==> src/rtl/prog_divide_counter_if.sv <==
// Control/status bundle for prog_divide_counter.
// master: the side that drives en/div/div_load and observes the divided outputs.
// slave : the divider itself.
interface prog_divide_counter_if #(
  parameter int WIDTH = 8,
  parameter int TAPS  = 4
);
  logic             en;
  logic [WIDTH-1:0] div;
  logic             div_load;
  logic             div_ack;
  logic             fout;
  logic             tick;
  logic [TAPS-1:0]  taps;

  modport master (
    output en, div, div_load,
    input  div_ack, fout, tick, taps
  );

  modport slave (
    input  en, div, div_load,
    output div_ack, fout, tick, taps
  );
endinterface

==> src/rtl/prog_divide_counter.sv <==
// prog_divide_counter: fully synchronous programmable clock divider on fin.
// Counts 0..N-1 while en is high and produces a near-50% fout, a one-cycle
// terminal-count tick (for use as a clock enable) and binary tap outputs.
// A new divisor is staged by div_load and takes effect on the next wrap
// (or immediately on the next edge while counting is frozen); div_ack
// pulses the cycle after it takes effect.
// Optional macro DIV_TAPS_EN: when defined, the tap counter is built and
// taps[i] toggles with period 2^(i+1)*N; when undefined, taps is all zeros.
module prog_divide_counter #(
  parameter int WIDTH = 8,
  parameter int TAPS  = 4
) (
  input logic                   fin,
  input logic                   rst,
  prog_divide_counter_if.slave  bus
);

  localparam logic [WIDTH-1:0] ONE  = {{(WIDTH-1){1'b0}}, 1'b1};
  localparam logic [WIDTH:0]   ONE1 = {{WIDTH{1'b0}}, 1'b1};

  // Architectural state
  logic [WIDTH-1:0] cnt;
  logic [WIDTH-1:0] n_act;
  logic [WIDTH-1:0] pend_val;
  logic             pending;
  logic             fout_q;
  logic             tick_q;
  logic             ack_q;

  // Next-state values
  logic [WIDTH-1:0] cnt_nxt;
  logic [WIDTH-1:0] n_nxt;
  logic [WIDTH-1:0] pend_val_nxt;
  logic             pending_nxt;
  logic             fout_nxt;
  logic             tick_nxt;
  logic             ack_nxt;

  // Decode helpers
  logic [WIDTH-1:0] div_sat;   // requested ratio with 0 mapped to 1
  logic [WIDTH-1:0] n_last;    // terminal count N-1
  logic [WIDTH:0]   half;      // ceil(N/2), one bit wider so N=2^WIDTH-1 cannot overflow
  logic             wrap;      // counter sits on its terminal count
  logic             apply;     // staged divisor takes effect on this edge
  logic             tap_inc;   // enabled wrap edge, advances the tap counter

  assign div_sat = (bus.div == '0) ? ONE : bus.div;
  assign n_last  = n_act - ONE;
  assign half    = ({1'b0, n_act} + ONE1) >> 1;
  assign wrap    = (cnt == n_last);
  // While frozen, a staged divisor is applied on the very next edge; while
  // running, it waits for the wrap so the current period always completes.
  assign apply   = pending && (!bus.en || wrap);
  assign tap_inc = bus.en && wrap;

  // Next-state logic for count, divisor staging and registered outputs
  always_comb begin
    cnt_nxt      = cnt;
    n_nxt        = n_act;
    pend_val_nxt = pend_val;
    pending_nxt  = pending;
    fout_nxt     = fout_q;
    tick_nxt     = 1'b0;
    ack_nxt      = apply;

    if (bus.en) begin
      if (wrap) begin
        cnt_nxt  = '0;
        tick_nxt = 1'b1;
      end else begin
        cnt_nxt  = cnt + ONE;
      end
      // New count 0 is below ceil(N/2) for any N, so using the old N here
      // is safe even on the edge where a new divisor is applied.
      fout_nxt = ({1'b0, cnt_nxt} < half);
    end else if (apply) begin
      // Frozen reprogram: restart the waveform at the top of its high phase.
      cnt_nxt  = '0;
      fout_nxt = 1'b1;
    end

    if (apply) begin
      n_nxt       = pend_val;
      pending_nxt = 1'b0;
    end

    // A load on the same edge as an apply re-arms with the fresh value;
    // the apply above has already consumed the previous pend_val.
    if (bus.div_load) begin
      pend_val_nxt = div_sat;
      pending_nxt  = 1'b1;
    end
  end

  // State register with asynchronous reset to N=1, everything else cleared
  always_ff @(posedge fin or posedge rst) begin
    if (rst) begin
      cnt      <= '0;
      n_act    <= ONE;
      pend_val <= '0;
      pending  <= 1'b0;
      fout_q   <= 1'b0;
      tick_q   <= 1'b0;
      ack_q    <= 1'b0;
    end else begin
      cnt      <= cnt_nxt;
      n_act    <= n_nxt;
      pend_val <= pend_val_nxt;
      pending  <= pending_nxt;
      fout_q   <= fout_nxt;
      tick_q   <= tick_nxt;
      ack_q    <= ack_nxt;
    end
  end

  assign bus.fout    = fout_q;
  assign bus.tick    = tick_q;
  assign bus.div_ack = ack_q;

`ifdef DIV_TAPS_EN
  // Tap counter as a chain of toggle flops: bit i flips when every lower
  // bit is 1 on an enabled wrap edge, i.e. a plain binary increment.
  logic [TAPS-1:0] tap_q;
  logic [TAPS-1:0] carry;

  assign carry[0] = tap_inc;

  for (genvar i = 0; i < TAPS; i++) begin : g_tap
    if (i < TAPS - 1) begin : g_carry
      assign carry[i+1] = carry[i] & tap_q[i];
    end

    // Toggle flop for tap bit i
    always_ff @(posedge fin or posedge rst) begin
      if (rst)           tap_q[i] <= 1'b0;
      else if (carry[i]) tap_q[i] <= ~tap_q[i];
    end
  end

  assign bus.taps = tap_q;
`else
  logic unused_tap_inc;
  assign unused_tap_inc = tap_inc;
  assign bus.taps       = '0;
`endif

endmodule

==> src/flat_wrapper.sv <==
// flat-port wrapper written by rule: the top's interface ports become plain ports
module prog_divide_counter_flat 
#(
  parameter int WIDTH = 8,
  parameter int TAPS  = 4
)
  (fin, rst, bus_en, bus_div, bus_div_load, bus_div_ack, bus_fout, bus_tick, bus_taps);
  prog_divide_counter_if #(.WIDTH(WIDTH), .TAPS(TAPS)) bus_i ();
  input logic fin;
  input logic rst;
  input wire logic [$bits(bus_i.en)-1:0] bus_en;
  input wire logic [$bits(bus_i.div)-1:0] bus_div;
  input wire logic [$bits(bus_i.div_load)-1:0] bus_div_load;
  output wire logic [$bits(bus_i.div_ack)-1:0] bus_div_ack;
  output wire logic [$bits(bus_i.fout)-1:0] bus_fout;
  output wire logic [$bits(bus_i.tick)-1:0] bus_tick;
  output wire logic [$bits(bus_i.taps)-1:0] bus_taps;
  assign bus_i.en = bus_en;
  assign bus_i.div = bus_div;
  assign bus_i.div_load = bus_div_load;
  assign bus_div_ack = bus_i.div_ack;
  assign bus_fout = bus_i.fout;
  assign bus_tick = bus_i.tick;
  assign bus_taps = bus_i.taps;
  prog_divide_counter #(.WIDTH(WIDTH), .TAPS(TAPS)) u_core (.fin(fin), .rst(rst), .bus(bus_i));
endmodule
==> config.mk <==
export PLATFORM = sky130hd
export DESIGN_NAME = prog_divide_counter_flat
export DESIGN_NICKNAME = d
export VERILOG_FILES = /design/src/rtl/prog_divide_counter_if.sv /design/src/rtl/prog_divide_counter.sv /design/src/flat_wrapper.sv
export SDC_FILE = /design/constraint.sdc
export NUM_CORES = 1
export LEC_CHECK = 0
export ABC_AREA = 1
export CAP_MARGIN = 30
export CORE_MARGIN = 1.5
export CORE_UTILIZATION = 50
export DETAILED_ROUTE_END_ITERATION = 12
export PLACE_DENSITY = 0.72
export SKIP_LAST_GASP = 1
export SYNTH_ARGS = -nofsm -noshare
export SYNTH_HDL_FRONTEND = slang
export SYNTH_SLANG_ARGS = --single-unit
==> constraint.sdc <==
create_clock -name fin -period 3.2 [get_ports fin]
set_clock_uncertainty 0.15 [all_clocks]
set_input_delay 0.32 -clock fin [delete_from_list [all_inputs] [get_ports fin]]
set_output_delay 0.32 -clock fin [all_outputs]
set_load 0.02 [all_outputs]
==> flow_metrics.env, run 1 <==
export IMPL_outcome="finished clean"
export IMPL_h_tree_depth=1
export IMPL_worstPathArrival_ns=2.87
export IMPL_synth_top_area_share_pct=36.44
export IMPL_fin_crit_sh_pct=87.51
export IMPL_synth_top_cells_by_count="nand2_1, inv_1, dfrtp_1"
export IMPL_hold_violations=0
export IMPL_synth_cell_types=33
export IMPL_die_w_microns=63.90
export IMPL_path_clk_slew_ns=0.10
export IMPL_critPathMaxStageDelay_ns=0.56
export IMPL_ys_flop_type="dfrtp_1"
export IMPL_clkLatencyLatePin_ns=0.29
export IMPL_synth_edff_count=0
export IMPL_clockBufferDepth=2
export IMPL_path_max_fanout=8
export IMPL_gp_congestion=0.9777
export IMPL_wl_microns=3729
export IMPL_postSynth_asyncResetShare_pct=100.0
export IMPL_synth_area_top_cells="dfrtp_1, nand2_1, ha_1"
export IMPL_power_uw=1231
export IMPL_rsz0062_at_grt="no"
export IMPL_crit_slowest_cell="dfstp_2"
export IMPL_clock_sinks=28
export IMPL_wire_per_inst_microns=12.51
export IMPL_cp_common_cell="nand2_1"
export IMPL_dpl_hpwl_microns=2893
export IMPL_slew_violations=0
export IMPL_cts_tree="done"
export IMPL_coreArea_sq_um=3442
export IMPL_vdd_drop_max_v=0.0002537
export IMPL_p_per_area_nw_per_um2=595.8
export IMPL_track_usage_pct=20.59
export IMPL_die_area_sq_um=4083
export IMPL_path_cells="inv_1 > ha_1 > inv_1 > nand2_1 > nand2_1 > nand2_1 > nand2_1 > nand3_1 > nor2_1 > nand2_1 > inv_2 > nor2_1 > ha_1 > a21oi_1 > nor2_1 > a211oi_1 > nand2_1 > a21oi_2"
export IMPL_die_h_microns=63.90
export IMPL_regToRegStartpoint="u_core.n_act[0]"
export IMPL_yosysTopAreaCell="dfrtp_1"
export IMPL_post_cts_buffers=0
export IMPL_critical_path_class="flop to flop"
export IMPL_antenna_found_initial=0
export IMPL_grt_pass1_vias=1440
export IMPL_start_util_pct=53.87
export IMPL_synth_most_common_cell="nand2_1"
export IMPL_area_growth_pct=11.40
export IMPL_min_period_ns=2.800
export IMPL_rows=21
export IMPL_worstReg2RegEnd="u_core.bus.fout"
export IMPL_cts_buffers=3
export IMPL_drive_gt1_share_pct=10.32
export IMPL_portBuffers=14
export IMPL_grt_remaining_overflow=0
export IMPL_r2r_slack_ns=0.40
export IMPL_ys_seq_area_share_pct=37.85
export IMPL_ys_seq_elements=28
export IMPL_setup_violations_final=0
export IMPL_critPathLaunchType="flop"
export IMPL_num_antenna_cells=0
export IMPL_yosys_warnings=0
export IMPL_rr_worst_depth=18
export IMPL_synth_cells=238
export IMPL_ioPinCount=19
export IMPL_crit_end="u_core.bus.fout"
export IMPL_dpl_instance_area_sq_um=1994
export IMPL_crit_required_ns=3.27
export IMPL_synth_avg_cell_area_sq_um=7.791
export IMPL_drc=0
export IMPL_cp_startpoint="u_core.n_act[0]"
export IMPL_critPathCaptureType="flop"
export IMPL_viasPerCell=5.040
export IMPL_drv_cap=0
export IMPL_fill_cells=310
export IMPL_grt_pass1_wl_microns=6527
export IMPL_hold_class="primary input to async pin"
export IMPL_fmax_mhz=357.1
export IMPL_grt_max_degree=29
export IMPL_fin_area_sq_um=2066
export IMPL_cts_root_buffer="clkbuf_8"
export IMPL_netlist_area_sq_um=1854
export IMPL_ant_nets=0
export IMPL_postCtsResizedCells=0
export IMPL_dr_pass1_iters=4
export IMPL_drtIter0Drc=114
export IMPL_vias=1502
export IMPL_finalNetCount=275
export IMPL_finalSetupTns_ns=0
export IMPL_p_leak_uw=0.001030
export IMPL_cts_hold_buf=0
-- sequential cells by signal (all words and copies together), names as in the netlist --
name                count
u_core.cnt              8
u_core.pend_val         8
u_core.n_act            8
u_core.bus.fout         1
u_core.bus.div_ack      1
u_core.bus.tick         1
u_core.pending          1
-- cell type report --
class	count	area, sq um	area share [%]
Multi-Input combinational cell	171	959.7	46.46
Sequential cell	28	701.9	33.98
Clock inverter	1	30.03	1.454
Timing Repair Buffer	15	147.6	7.147
Tap cell	46	57.56	2.786
Clock buffer	3	41.29	1.999
Inverter	34	127.6	6.178
-- placed cells by master (no fill, tap or decap) --
cell type,count
nand2_1,61
inv_1,29
dfrtp_1,27
nor2_1,23
clkdlybuf4s50_1,14
nand3_1,10
xor2_1,10
ha_1,10
xnor2_1,6
o22ai_1,6
inv_2,5
nand2_2,5
o21ai_0,5
o21ai_2,5
o21ai_1,4
a21oi_1,4
nor3_1,4
conb_1,4
nor4_1,3
clkbuf_8,3
nor2_2,2
nor2_4,1
nor2_8,1
nand4_1,1
a22oi_1,1
nand3b_1,1
o211ai_1,1
a22o_1,1
a211oi_1,1
a21oi_2,1
bufinv_16,1
buf_4,1
dfstp_2,1
-- worst min-delay path by stage --
stage,startpoint,end,slack (ns)
floorplan,rst,u_core.bus.div_ack,0.23
global placement,u_core.pend_val[2],u_core.pend_val[2],0.31
detailed placement,u_core.pend_val[3],u_core.pend_val[3],0.31
CTS,rst,u_core.bus.tick,0.26
global route,rst,u_core.bus.tick,0.31
finish,rst,u_core.bus.tick,0.24
-- logic make-up (layout without fill, tap and decap cells) --
kind of cell | Yosys count | after routing | share of synthesized area [%]
and+or+nand+nor | 112 | 112 | 26.59
xor gates and xnor gates | 16 | 16 | 7.557
DFF | 28 | 28 | 37.85
adders and majority gates | 10 | 10 | 6.748
other | 1 | 4 | 0.2022
buffers and inverters | 42 | 53 | 11.00
AOI/OAI and AO/OA | 29 | 29 | 10.05
-- per-layer routing --
metal,global-route usage [%],wire (microns),vias up
met5,0,0,-
met3,2.113,162,7
met4,7.337,70,0
met1,27.13,1727,685
met2,35.03,1769,33
li1,-,-,777
-- stage by stage --
stage | utilization [%] | worst slack (ns) | hold WS [ns] | cells
2_1_floorplan | - | 0.6549 | 0.2347 | 241
3_3_place_gp | 57.94 | 0.4626 | 0.3114 | 294
3_5_place_dp | 57.94 | 0.4446 | 0.3148 | 294
4_1_cts | 60.01 | 0.4064 | 0.2632 | 298
5_1_grt | 60.01 | 0.1367 | 0.3082 | 298
6_report | 60.01 | 0.3996 | 0.2446 | 298
-- critical path, delay by kind of cell (launching register included) --
| kind | cells | cell delay (ns) |
|---|---|---|
| adder cells (fa/ha/maj) | 2 | 0.55 |
| flip-flops | 1 | 0.56 |
| buffers and inverters | 3 | 0.32 |
| AO/OA/AOI/OAI | 3 | 0.42 |
| AND/OR/NAND/NOR | 10 | 0.74 |
-- power by group --
part | total, uW | internal, uW | switching [uW]
Sequential | 477 | 408 | 68.7
Combinational | 466 | 188 | 278
Clock | 287 | 168 | 119
Total | 1230 | 764 | 466
Note: power is estimated with default switching activity, not from simulation.
==> inputs of run 2 (changes only) <==
- CORE_UTILIZATION: 50 -> 56
- PLACE_DENSITY: 0.72 -> 0.79
==> flow_metrics.env, run 2 (synthesis results as in run 1) <==
export IMPL_die_h_microns=60.55
export IMPL_track_usage_pct=22.87
export IMPL_cts_tree="done"
export IMPL_p_leak_uw=0.001015
export IMPL_h_tree_depth=1
export IMPL_path_max_fanout=8
export IMPL_finalSetupTns_ns=0
export IMPL_die_w_microns=60.55
export IMPL_worstPathArrival_ns=2.98
export IMPL_final_cell_mix="nand2_1, inv_1, dfrtp_1, nor2_1, clkdlybuf4s50_1"
export IMPL_cts_buffers=3
export IMPL_portBuffers=14
export IMPL_setup_violations_final=0
export IMPL_grt_remaining_overflow=0
export IMPL_regToRegStartpoint="u_core.n_act[0]"
export IMPL_dr_pass1_iters=7
export IMPL_ant_nets=0
export IMPL_vdd_drop_max_v=0.0003119
export IMPL_fin_crit_sh_pct=89.27
export IMPL_crit_required_ns=3.32
export IMPL_fill_cells=294
export IMPL_top_regs="u_core.cnt (8), u_core.n_act (8), u_core.pend_val (8)"
export IMPL_power_uw=1128
export IMPL_slew_violations=0
export IMPL_cp_startpoint="u_core.n_act[0]"
export IMPL_wl_microns=3601
export IMPL_r2r_slack_ns=0.34
export IMPL_clockBufferDepth=2
export IMPL_cts_hold_buf=0
export IMPL_critPathCaptureType="flop"
export IMPL_coreArea_sq_um=3103
export IMPL_vias=1507
export IMPL_rr_worst_depth=14
export IMPL_outcome="finished clean"
export IMPL_wire_per_inst_microns=12.17
export IMPL_dpl_hpwl_microns=2840
export IMPL_clkLatencyLatePin_ns=0.33
export IMPL_cts_root_buffer="clkbuf_4"
export IMPL_postCtsResizedCells=0
export IMPL_start_util_pct=59.76
export IMPL_ioPinCount=19
export IMPL_worstReg2RegEnd="u_core.bus.fout"
export IMPL_critPathLaunchType="flop"
export IMPL_fmax_mhz=350.0
export IMPL_layout_commonest_cell="nand2_1"
export IMPL_rows=20
export IMPL_drc=0
export IMPL_viasPerCell=5.091
export IMPL_drv_cap=0
export IMPL_grt_pass1_vias=1365
export IMPL_critical_path_class="flop to flop"
export IMPL_min_period_ns=2.857
export IMPL_area_growth_pct=9.379
export IMPL_p_per_area_nw_per_um2=556.2
export IMPL_gp_congestion=0.9022
export IMPL_post_route_util_pct=65.36
export IMPL_drive_gt1_share_pct=10.32
export IMPL_path_clk_slew_ns=0.16
export IMPL_num_antenna_cells=0
export IMPL_hold_class="primary input to async pin"
export IMPL_rsz0062_at_grt="no"
export IMPL_grt_pass1_wl_microns=6147
export IMPL_finalNetCount=275
export IMPL_die_area_sq_um=3666
export IMPL_post_cts_buffers=0
export IMPL_drtIter0Drc=82
export IMPL_clock_sinks=28
export IMPL_antenna_found_initial=0
export IMPL_grt_max_degree=29
export IMPL_hold_violations=0
==> run 2: critical path: stages, from the launching register on <==
cell	delay, ns
dfstp_2	0.58
inv_1	0.12
ha_1	0.36
xor2_1	0.17
o21ai_0	0.15
nor2_1	0.12
nand2_1	0.08
inv_2	0.14
nor2_1	0.07
ha_1	0.29
a21oi_1	0.15
nor2_1	0.06
a211oi_1	0.17
nand2_1	0.09
a21oi_2	0.11
==> run 2: per-layer routing <==
layer	wire [microns]	GRT usage, %	vias up
li1	-	-	778
met1	1753	31.44	688
met2	1668	37.73	35
met3	123	1.919	6
met4	56	9.006	0
met5	0	0	-
==> run 2: report_power, final <==
group          leakage (uW)  internal [uW]  switching [uW]
clock network     0.0000210           69.6             108
registers          0.000350            408            70.1
logic              0.000644            189             283
total               0.00102            667             461
==> run 2: worst max path at each step <==
stage                      end  slack (ns)  cells past startpoint
3_5_place_dp   u_core.bus.fout        0.39                     14
3_3_place_gp   u_core.bus.fout        0.48                     14
6_report       u_core.bus.fout        0.34                     14
2_1_floorplan  u_core.bus.fout        0.65                     14
5_1_grt        u_core.bus.fout        0.17                     18
4_1_cts        u_core.bus.fout        0.36                     14
==> run 2: final cells by class <==
type	count	area (sq um)	area share (%)
clock buffer	4	36.28	1.789
tap	44	55.05	2.714
sequential	28	701.9	34.61
inverter	34	127.6	6.292
timing repair buffer	15	147.6	7.279
multi-input combinational	171	959.7	47.32
==> run 2: stage by stage <==
stage / setup slack [ns] / hold slack [ns] / cell area, sq um / std cells
after floorplan: 0.6549 / 0.2347 / 1866 / 241
after global placement: 0.4809 / 0.3060 / 1992 / 292
after detailed placement: 0.3934 / 0.3117 / 1992 / 292
after CTS: 0.3589 / 0.1897 / 2028 / 296
after global routing: 0.1690 / 0.2097 / 2028 / 296
final: 0.3432 / 0.1755 / 2028 / 296
